===== src/rtl/fetch_stage_pkg.sv =====
// Shared definitions for the instruction-fetch stage.
// Holds the default address/instruction widths (`ISIZE, `DSIZE), the default
// reset PC, the fetch buffer depth and the buffer entry layout {pc, instr}.
// Ports: none (package only).
// Optional feature macro used by fetch_stage: FETCH_STATS_EN.

`ifndef ISIZE
`define ISIZE 32
`endif

`ifndef DSIZE
`define DSIZE 32
`endif

package fetch_stage_pkg;

  localparam int unsigned ADDR_W_DEF      = `ISIZE;
  localparam int unsigned INSTR_W_DEF     = `DSIZE;
  localparam logic [ADDR_W_DEF-1:0] RESET_PC_DEF = '0;
  localparam int unsigned FETCH_BUF_DEPTH = 2;

  // Buffer entry layout at default widths: PC in the upper bits, instruction below.
  typedef struct packed {
    logic [ADDR_W_DEF-1:0]  pc;
    logic [INSTR_W_DEF-1:0] instr;
  } fetch_entry_t;

endpackage


===== src/rtl/fetch_buf.sv =====
// Two-entry synchronous FIFO holding fetched {pc, instr} entries.
// Ports:
//   clk, rst   - clock, synchronous active-high reset (clears storage too)
//   flush      - synchronous clear; priority over push and pop
//   push/wdata - enqueue wdata (ignored when full without a pop)
//   pop        - dequeue head (ignored when empty)
//   count      - number of valid entries, 0..2
//   head       - registered head entry, no path from wdata

module fetch_buf
  import fetch_stage_pkg::*;
#(
  parameter int unsigned WIDTH = 64
) (
  input  logic             clk,
  input  logic             rst,
  input  logic             flush,
  input  logic             push,
  input  logic             pop,
  input  logic [WIDTH-1:0] wdata,
  output logic [1:0]       count,
  output logic [WIDTH-1:0] head
);

  localparam logic [1:0] Full = 2'(FETCH_BUF_DEPTH);

  logic [WIDTH-1:0] mem_q [2];
  logic             wr_ptr_q;
  logic             rd_ptr_q;
  logic [1:0]       count_q;
  logic             push_ok;
  logic             pop_ok;

  // A push into a full buffer is only legal when the head leaves the same cycle.
  assign pop_ok  = pop & (count_q != 2'd0);
  assign push_ok = push & ((count_q != Full) | pop_ok);

  always_ff @(posedge clk) begin
    if (rst) begin
      mem_q[0] <= '0;
      mem_q[1] <= '0;
      wr_ptr_q <= 1'b0;
      rd_ptr_q <= 1'b0;
      count_q  <= 2'd0;
    end else if (flush) begin
      wr_ptr_q <= 1'b0;
      rd_ptr_q <= 1'b0;
      count_q  <= 2'd0;
    end else begin
      if (push_ok) begin
        mem_q[wr_ptr_q] <= wdata;
        wr_ptr_q        <= ~wr_ptr_q;
      end
      if (pop_ok) begin
        rd_ptr_q <= ~rd_ptr_q;
      end
      count_q <= count_q + {1'b0, push_ok} - {1'b0, pop_ok};
    end
  end

  assign count = count_q;
  assign head  = mem_q[rd_ptr_q];

endmodule


===== src/rtl/fetch_stage.sv =====
// Instruction-fetch stage: owns the PC, drives the combinational instruction
// memory read, buffers {pc, instr} in a 2-entry FIFO and hands the head entry
// to decode over a valid/ready handshake. Redirects flush wrong-path entries.
// Ports:
//   clk, rst                  - clock, synchronous active-high reset
//   fetch_en                  - allow new fetches (0 lets the buffer drain)
//   imem_addr / imem_rdata    - instruction memory read address / data
//   redirect_valid/_pc        - taken branch/jump and its word-address target
//   out_valid/out_ready       - handshake with decode
//   out_instr/out_pc          - head instruction and its PC
//   fetch_count, stall_count  - statistics, only with FETCH_STATS_EN defined
// Optional feature macro: FETCH_STATS_EN.

module fetch_stage
  import fetch_stage_pkg::*;
#(
  parameter int unsigned       ADDR_W   = ADDR_W_DEF,
  parameter int unsigned       INSTR_W  = INSTR_W_DEF,
  parameter logic [ADDR_W-1:0] RESET_PC = RESET_PC_DEF
) (
  input  logic               clk,
  input  logic               rst,
  input  logic               fetch_en,
  output logic [ADDR_W-1:0]  imem_addr,
  input  logic [INSTR_W-1:0] imem_rdata,
  input  logic               redirect_valid,
  input  logic [ADDR_W-1:0]  redirect_pc,
  output logic               out_valid,
  input  logic               out_ready,
  output logic [INSTR_W-1:0] out_instr,
  output logic [ADDR_W-1:0]  out_pc
`ifdef FETCH_STATS_EN
  ,
  output logic [31:0]        fetch_count,
  output logic [31:0]        stall_count
`endif
);

  localparam int unsigned EntryW = ADDR_W + INSTR_W;

  logic [ADDR_W-1:0] pc_q;
  logic [ADDR_W-1:0] pc_d;
  logic              push;
  logic              pop;
  logic [1:0]        count;
  logic [EntryW-1:0] head;

  assign imem_addr = pc_q;
  assign out_valid = (count != 2'd0);
  assign pop       = out_valid & out_ready;
  // Full buffer still accepts a push when the head drains the same cycle.
  assign push      = fetch_en & ~redirect_valid & ((count != 2'd2) | pop);

  always_comb begin
    pc_d = pc_q;
    if (redirect_valid) begin
      pc_d = redirect_pc;
    end else if (push) begin
      pc_d = pc_q + ADDR_W'(1);
    end
  end

  always_ff @(posedge clk) begin
    if (rst) begin
      pc_q <= RESET_PC;
    end else begin
      pc_q <= pc_d;
    end
  end

  fetch_buf #(
    .WIDTH (EntryW)
  ) u_fetch_buf (
    .clk   (clk),
    .rst   (rst),
    .flush (redirect_valid),
    .push  (push),
    .pop   (pop),
    .wdata ({pc_q, imem_rdata}),
    .count (count),
    .head  (head)
  );

  assign out_pc    = head[EntryW-1:INSTR_W];
  assign out_instr = head[INSTR_W-1:0];

`ifdef FETCH_STATS_EN
  logic [31:0] fetch_count_q;
  logic [31:0] stall_count_q;

  always_ff @(posedge clk) begin
    if (rst) begin
      fetch_count_q <= '0;
      stall_count_q <= '0;
    end else begin
      if (push) begin
        fetch_count_q <= fetch_count_q + 32'd1;
      end
      if (out_valid && !out_ready) begin
        stall_count_q <= stall_count_q + 32'd1;
      end
    end
  end

  assign fetch_count = fetch_count_q;
  assign stall_count = stall_count_q;
`else
  // No statistics counters in this build.
`endif

endmodule


===== config.mk =====
export PLATFORM = sky130hd
export DESIGN_NAME = fetch_stage
export DESIGN_NICKNAME = d
export VERILOG_FILES = /design/src/rtl/fetch_stage_pkg.sv /design/src/rtl/fetch_buf.sv /design/src/rtl/fetch_stage.sv
export SDC_FILE = /design/constraint.sdc
export NUM_CORES = 1
export LEC_CHECK = 0
export BUFFER_PORTS_ARGS = -buffer_cell sky130_fd_sc_hd__buf_2
export CAP_MARGIN = 20
export CORE_ASPECT_RATIO = 0.6
export CORE_UTILIZATION = 55
export CTS_CLUSTER_DIAMETER = 200
export DETAILED_ROUTE_END_ITERATION = 6
export PLACE_DENSITY = 0.83
export SETUP_SLACK_MARGIN = 0.5
export SLEW_MARGIN = 20
export SYNTH_ARGS = -nofsm -noshare
export SYNTH_HDL_FRONTEND = slang
export SYNTH_SLANG_ARGS = --single-unit

===== constraint.sdc =====
create_clock -name clk -period 3.7 [get_ports clk]
set_input_delay 0.185 -clock clk [delete_from_list [all_inputs] [get_ports clk]]
set_output_delay 0.185 -clock clk [all_outputs]
set_load 0.01 [all_outputs]

# Word level (Yosys, flattened, before mapping)
# Memory sizes are Yosys's and may differ from the RTL's. A register that Yosys moved wholly into a read port is not among the register bits.
# Index checks and enable logic that the tools add are counted.
# totals
elab_cells,36
latchBits,0
n_memories,1
register_bits,36
mem_bits_ro,0
mem_bits_rw,128
# mem_list
memory,depth,word_bits,rd,rd_clocked_by_memory_dff,wr,line_no,source
u_fetch_buf.mem_q,2,64,1,1,2,fetch_buf.sv:27,logic [WIDTH-1:0] mem_q [2];
# classes
addsub,3
bitwise_logic,10
magnitude_cmp,0
n_div,0
reduce_logical,4
multipliers,0
eq_ne,1
n_shift,0
n_mux,13
# op_table
op,n
$mux W32,2
$mux W64,1
$reduce_or A64 Y1,1
$add A32 B1 Y32 const B,1
$mux W1,10
$and A1 B1 Y1,5
$reduce_bool A2 Y1,2
$not A1 Y1,3
$add A2 B1 Y2,1
$ne A2 B2 Y1 const B,1
$or A1 B1 Y1,2
$reduce_or A2 Y1,1
$sub A2 B1 Y2,1

# Depth between registers and ports, before layout
# Gate-level depths: netlist of the first run.
# logic_depth
depth_word,11
mapped_depth,8

# Hierarchy
# A second synthesis of the first run with hierarchy kept.
# unflattened
hier_cells,592
area_unflattened_um2,7756.2
# modules_own_cells
mod,seq_area_each_um2,n_inst,area_per_inst_um2,cells_each
fetch_buf,3943.8,1,5883.1,366
fetch_stage,640.6,1,1873.0,226

# Worst setup path before layout of the first run
# No wires, ideal clock.
# synth_timing
kind,reg2reg
startpoint,"register u_fetch_buf.count_q[1], in the netlist u_fetch_buf.count[1]"
endpoint,"memory u_fetch_buf.mem_q[0][0], enable pin"
path_stages_with_launch,6
period_less_slack_ns,2.869
arrival_time_ns,2.449
path_buffers,1
t_required_ns,3.279
setup_ns,0.421
slack_ns,0.831
path_cell_list,dfxtp_1 or3b_1 clkbuf_1 nand2_1 nor2_1 a21o_1
# synth_rtl
element,line_no,source
from (decl),fetch_buf.sv:30,logic [1:0] count_q;
from (signal assigned),fetch_buf.sv:57,"count_q <= count_q + {1'b0, push_ok} - {1'b0, pop_ok};"
to (decl),fetch_buf.sv:27,

==> flow_summary.ini, run 1 <==
[critical_path]
crit_buf_inv = 1
cp.arrival_ns = 2.70
startpoint_type = flip-flop
cp_slowest_cell = a21o_2
worst-setup-path-type = reg -> reg
cp_cell_sequence = or3b_1 -> nand2_1 -> nor2_1 -> a21o_2 -> buf_4
crit_family = simple AND/OR/NAND/NOR gates
max_stage_delay_ns = 0.62
critical_path_required_ns = 3.80
cp-end-kind = flip-flop
cp_max_fo = 28

[routing]
drt_iter0_drc = 472
ant_nets = 0
wl_um = 18500
vias = 5550
wl_per_cell_um = 19.9
drc = 0
drt_first_pass_iters = 5
avgViaCountPerCell = 5.97

[timing]
worstMarginPinSlew_ns = 0.708
finalSetupViolCount = 0
tns_ns = 0
rsz0062_at_grt = no
finalClockSkew_ns = 0.0119
slew_headroom = 0.527
fin_crit_ns = 2.60
final_hold_viol_count = 0
maxSlewViolCount = 0
fmax_mhz = 384
min_period_over_period = 0.703

[synthesis]
yosysWarnings = 0
seq_area_frac_synth = 0.601
syn_area_per_cell_um2 = 12.6
postSynth.asyncResetShare = 0
synth_top_flop_cell = edfxtp_1
synth_top_area_share = 0.504
synth.distinct_cells = 45
synth_area_leader_cell = edfxtp_1
synth_edf_count = 128
synth_area_mm2 = 0.00763
syn_inst = 607
synth.area.top_cells = edfxtp_1 50%, and3_1 11%, dfxtp_1 9.7%, mux2_2 9.4%, clkbuf_1 2.3%
synth-seq-cells = 165
syn_nets = 679

[clock_network]
post_cts_buffers = 0
clk_latency_ns = 0.42
cts.clk_slew.worst_paths_ns = 0.06
cts-hold-fix-buffers = 0
cts_tree = done
clock-sinks = 165
cts_root_buffer = clkbuf_16
numCtsBuffers = 17
htreeDepth = 4
clock_path_buffers = 2
cts-resized-gates = 0

[floorplanning]
num_io_pins = 166
coreArea_mm2 = 0.0132
fp-row-count = 32
fp.dieH_um = 93.2
fp.dieW_um = 154
die-area_mm2 = 0.0144
initial_core_util = 0.579

[grt]
grt_pass1_vias = 5449
antenna_found_initial = 0
grt.total_usage = 0.269
grt_pass1_wl_um = 29000
overflow = 0
grt_max_degree = 90

[final_layout]
final_area_mm2 = 0.00914
regArea_mm2 = 0.00459
final_common_cell = buf_2
layout-drive-gt1-share = 0.379
fill_cells = 928
multi_input_area_mm2 = 0.00280
syn_to_final_growth_pct = 19.9
layout_common_cells = 165 x buf_2, 135 x and3_1, 128 x edfxtp_1, 64 x mux2_2, 35 x dfxtp_1
n_antenna_cell = 0
fin_util = 0.694
fin_nets = 820

[placement]
dp_hpwl_um = 12200
gp_congestion = 0.908
portBuffers = 165
place_area_mm2 = 0.00854

[pwr]
leakagePower_nw = 4.16
peakVddDrop_uv = 303
power.total_mw = 4.39
power_density_mw_per_mm2 = 480

[run_status]
status = complete, no violations

[hold_path]
hold_path.class = in -> reg

[flow_run]
maxCapViolations = 0
==> logic make-up (layout without fill, tap and decap cells) <==
logic type | after synthesis | in the layout | share of synthesized area
DFF | 165 | 165 | 0.601
buffers and inverters | 57 | 210 | 0.0328
xor gates and xnor gates | 31 | 31 | 0.0356
and+or+nand+nor | 244 | 244 | 0.191
AOI/OAI and AO/OA | 42 | 42 | 0.0384
adders and majority gates | 3 | 3 | 0.00492
muxes | 65 | 65 | 0.0958
==> final timing paths <==
path,from,end,slack (ns),depth (start not counted)
max,u_fetch_buf.count[1],u_fetch_buf.mem_q[0][24],1.10,5
min reg2reg,u_fetch_buf.rd_ptr_q,u_fetch_buf.rd_ptr_q,0.55,2
max reg2reg,u_fetch_buf.count[1],u_fetch_buf.mem_q[0][24],1.10,5
min,redirect_pc[6],imem_addr[6],0.01,3
==> worst min-delay path, delay by kind of cell <==
kind / cells / cell delay [ns]
simple gates: 1 / 0.08
mux: 1 / 0.05
buf+inv: 1 / 0.08
==> through the flow <==
stage	instances	setup WS (ns)	hold WS, ns
3_3_place_gp	899	1.27	0.424
5_1_grt	930	0.925	0.0202
4_1_cts	930	1.12	0.00626
2_1_floorplan	607	0.831	0.329
6_report	930	1.10	0.0135
3_5_place_dp	899	1.17	0.439
==> registers in the layout, summed over array words and instances, names as in the netlist, named ones only <==
register	count
u_fetch_buf.rd_ptr_q	1
imem_addr	32
u_fetch_buf.mem_q	128
u_fetch_buf.wr_ptr_q	1
u_fetch_buf.count	2
==> report_power, final <==
part           internal (mW)  switching (mW)  leakage (nW)
Sequential              2.10          0.0708          1.65
Combinational          0.172           0.239          2.22
Clock                   1.07           0.740         0.284
Total                   3.34            1.05          4.16
==> area by class of cell <==
class                   count  area share
inverters                   5     0.00205
well taps                 170      0.0233
multi-input cells         385       0.307
clock inverters            13      0.0190
flip-flops and latches    165       0.502
repair buffers            174       0.100
clock buffers              18      0.0469
==> per-layer routing <==
metal,global-route usage,vias to the layer above,share of wire
met3,0.0797,26,0.087
met5,0,-,0
li1,-,2568,-
met4,0.0867,0,0.014
met2,0.408,243,0.45
met1,0.371,2713,0.45
==> cell usage after synthesis (2+ instances only) <==
master / n
a211oi_1: 16
a21o_1: 2
a21oi_1: 8
a311oi_1: 3
and2_1: 4
and3_1: 135
and3_2: 3
and4_1: 3
and4_2: 3
clkbuf_1: 46
clkbuf_8: 3
dfxtp_1: 37
edfxtp_1: 128
ha_1: 3
inv_1: 5
mux2_2: 64
nand2_1: 20
nand3_1: 8
nand4_1: 14
nor2_1: 28
nor3_1: 7
nor4_1: 3
o211ai_1: 3
o21ai_0: 2
o22ai_1: 6
or2_2: 3
or3_1: 2
or4_1: 2
xnor2_1: 18
xor2_1: 13
No activity file was read; power rests on OpenSTA's default activity.
==> run 2: changes to the inputs <==
--- a/config.mk
+++ b/config.mk
@@ -5,13 +5,14 @@
 export SDC_FILE = /design/constraint.sdc
 export NUM_CORES = 1
 export LEC_CHECK = 0
+export ABC_AREA = 1
 export BUFFER_PORTS_ARGS = -buffer_cell sky130_fd_sc_hd__buf_2
 export CAP_MARGIN = 20
 export CORE_ASPECT_RATIO = 0.6
 export CORE_UTILIZATION = 55
 export CTS_CLUSTER_DIAMETER = 200
 export DETAILED_ROUTE_END_ITERATION = 6
-export PLACE_DENSITY = 0.83
+export PLACE_DENSITY = 0.82
 export SETUP_SLACK_MARGIN = 0.5
 export SLEW_MARGIN = 20
 export SYNTH_ARGS = -nofsm -noshare
==> constraint.sdc (replaced) <==
create_clock -name clk -period 2.45 [get_ports clk]
set_input_delay 0.1225 -clock clk [delete_from_list [all_inputs] [get_ports clk]]
set_output_delay 0.1225 -clock clk [all_outputs]
set_load 0.01 [all_outputs]
==> flow_summary.ini, run 2 <==
[run_status]
status = complete, no violations

[timing]
maxSlewViolCount = 0
slew_headroom = 0.621
worstMarginPinSlew_ns = 0.567
finalClockSkew_ns = 0.00766
rsz0062_at_grt = yes
finalSetupViolCount = 0
final_hold_viol_count = 0
fin_crit_ns = 1.87
fmax_mhz = 534
min_period_over_period = 0.765
tns_ns = 0

[synthesis]
synth_area_mm2 = 0.00799
postSynth.asyncResetShare = 0
yosysWarnings = 0
netlist_top_cells_count = 160 x nor2_1, 128 x edfxtp_1, 122 x nand2_1
synth.distinct_cells = 34
syn_inst = 805
synth.most_common_cell = nor2_1
synth_area_leader_cell = edfxtp_1
seq_area_frac_synth = 0.574
synth_top_area_share = 0.481
syn_nets = 877
syn_area_per_cell_um2 = 9.93
synth_edf_count = 128
synth_top_flop_cell = edfxtp_1
synth-seq-cells = 165
synth.area.top_cells = edfxtp_1 48%, dfxtp_1 9.3%, mux2_2 9.0%, nor2_1 7.5%, nand2_1 5.7%

[floorplanning]
fp.dieW_um = 158
die-area_mm2 = 0.0150
coreArea_mm2 = 0.0139
num_io_pins = 166
fp.dieH_um = 95.4
initial_core_util = 0.574
fp-row-count = 33

[clock_network]
clock_path_buffers = 2
post_cts_buffers = 0
clk_latency_ns = 0.42
cts_tree = done
numCtsBuffers = 17
cts_root_buffer = clkbuf_16
htreeDepth = 4
cts.clk_slew.worst_paths_ns = 0.07
clock-sinks = 165

[placement]
portBuffers = 165
gp_congestion = 0.936
dp_hpwl_um = 12900
place_area_mm2 = 0.00895

[grt]
grt_pass1_vias = 5676
grt_pass1_wl_um = 29600
grt_max_degree = 65
antenna_found_initial = 0
grt.total_usage = 0.266
overflow = 0

[pwr]
p_int_mw = 4.88
peakVddDrop_uv = 425
switchingPower_mw = 1.72
p_seq_frac = 0.489
p_comb_frac = 0.101
power_density_mw_per_mm2 = 682
p_sw_frac = 0.261
power_frac_clock = 0.410
leakagePower_nw = 4.22

[critical_path]
cp_cell_sequence = buf_6 -> mux2_2 -> buf_2
cp-end-kind = primary output
cp_num_cells = 3
cp_max_fo = 41
reg2reg_to = u_fetch_buf.count[1]
r2r_cells = 9
startpoint_type = flip-flop
worst-r2r-setup-slack_ns = 0.58
worst-setup-path-type = reg -> out
critPathCapture = out_pc[15]
critical_path_required_ns = 2.33
cp.arrival_ns = 1.75
worstReg2RegStart = u_fetch_buf.count[1]
crit_family = buffers and inverters
crit_buf_inv = 2
cp_slowest_cell = mux2_2
max_stage_delay_ns = 0.43

[final_layout]
syn_to_final_growth_pct = 21.2
multi_input_area_mm2 = 0.00280
layout_common_cells = 165 x buf_2, 160 x nor2_1, 128 x edfxtp_1, 120 x nand2_1, 103 x inv_1
largest_reg_flops = 128
final_common_cell = buf_2
fill_cells = 1067
regArea_mm2 = 0.00459
fin_nets = 1050
layout-drive-gt1-share = 0.314
regMostFlops = u_fetch_buf.mem_q
n_antenna_cell = 0
final_area_mm2 = 0.00969

[routing]
wl_per_cell_um = 16.5
wl_um = 19500
vias = 6188
drt_iter0_drc = 588
ant_nets = 0
drc = 0
avgViaCountPerCell = 5.23
drt_first_pass_iters = 5

[hold_path]
hold_path.class = in -> reg

[flow_run]
maxCapViolations = 0
run 2: worst min-delay path by stage:
| stage | startpoint | end | slack (ns) | depth (start not counted) |
|---|---|---|---|---|
| finish | imem_rdata[13] | u_fetch_buf.mem_q[0][13] | 0.01 | 3 |
| detailed placement | redirect_pc[9] | imem_addr[9] | 0.41 | 3 |
| global route | imem_rdata[7] | u_fetch_buf.mem_q[1][7] | 0.004 | 3 |
| global placement | redirect_pc[0] | imem_addr[0] | 0.40 | 3 |
| CTS | imem_rdata[5] | u_fetch_buf.mem_q[1][5] | 0.0003 | 3 |
| floorplan | redirect_pc[0] | imem_addr[0] | 0.29 | 2 |
run 2: cells by family after synthesis:
| logic type | after synthesis | synth area share |
|---|---|---|
| xor+xnor | 8 | 0.00877 |
| flops | 165 | 0.574 |
| simple gates | 353 | 0.196 |
| fa+ha+maj | 3 | 0.00470 |
| buf+inv | 140 | 0.0788 |
| compound gates | 72 | 0.0484 |
| mux | 64 | 0.0902 |
run 2: area by class of cell:
cell class / instances / area share
Sequential cell: 165 / 0.473
Multi-Input combinational cell: 500 / 0.289
Timing Repair Buffer: 187 / 0.110
Clock buffer: 17 / 0.0439
Inverter: 107 / 0.0415
Tap cell: 192 / 0.0248
Clock inverter: 15 / 0.0182
run 2: stage by stage:
stage | std cells | total power [mW] | hold WS (ns) | util | setup WS (ns)
finish | 1183 | 6.61 | 0.0117 | 0.696 | 0.576
CTS | 1183 | 6.62 | 0.000271 | 0.695 | 0.528
floorplan | 805 | 3.65 | 0.290 | - | 0.227
global route | 1183 | 6.83 | 0.00371 | 0.696 | 0.420
detailed placement | 1140 | 3.93 | 0.409 | 0.643 | 0.548
global placement | 1140 | 3.92 | 0.402 | 0.643 | 0.611
run 2: timing repair:
action,4_1_cts,5_1_grt
setup endpoints to repair,9,184
hold buffers,11,0
hold endpoints to repair,11,0
resized for setup,1,5
run 2: routing by layer:
layer / global-route usage / share of wire
met1: 0.385 / 0.46
met2: 0.398 / 0.43
met3: 0.0768 / 0.11
met4: 0.0526 / 0.0074
met5: 0 / 0
run 2: power groups by stage:
stage / combinational, mW / sequential [mW] / clock [mW]
after floorplan: 0.363 / 3.29 / 0
after global placement: 0.633 / 3.29 / 0
after detailed placement: 0.640 / 3.29 / 0
after CTS: 0.661 / 3.23 / 2.73
after global routing: 0.728 / 3.25 / 2.86
final: 0.665 / 3.23 / 2.71
run 2: worst min-delay path: cells and delay by family:
kind / cells / cell delay, ns
AND/OR/NAND/NOR: 1 / 0.08
buffers and inverters: 2 / 0.12
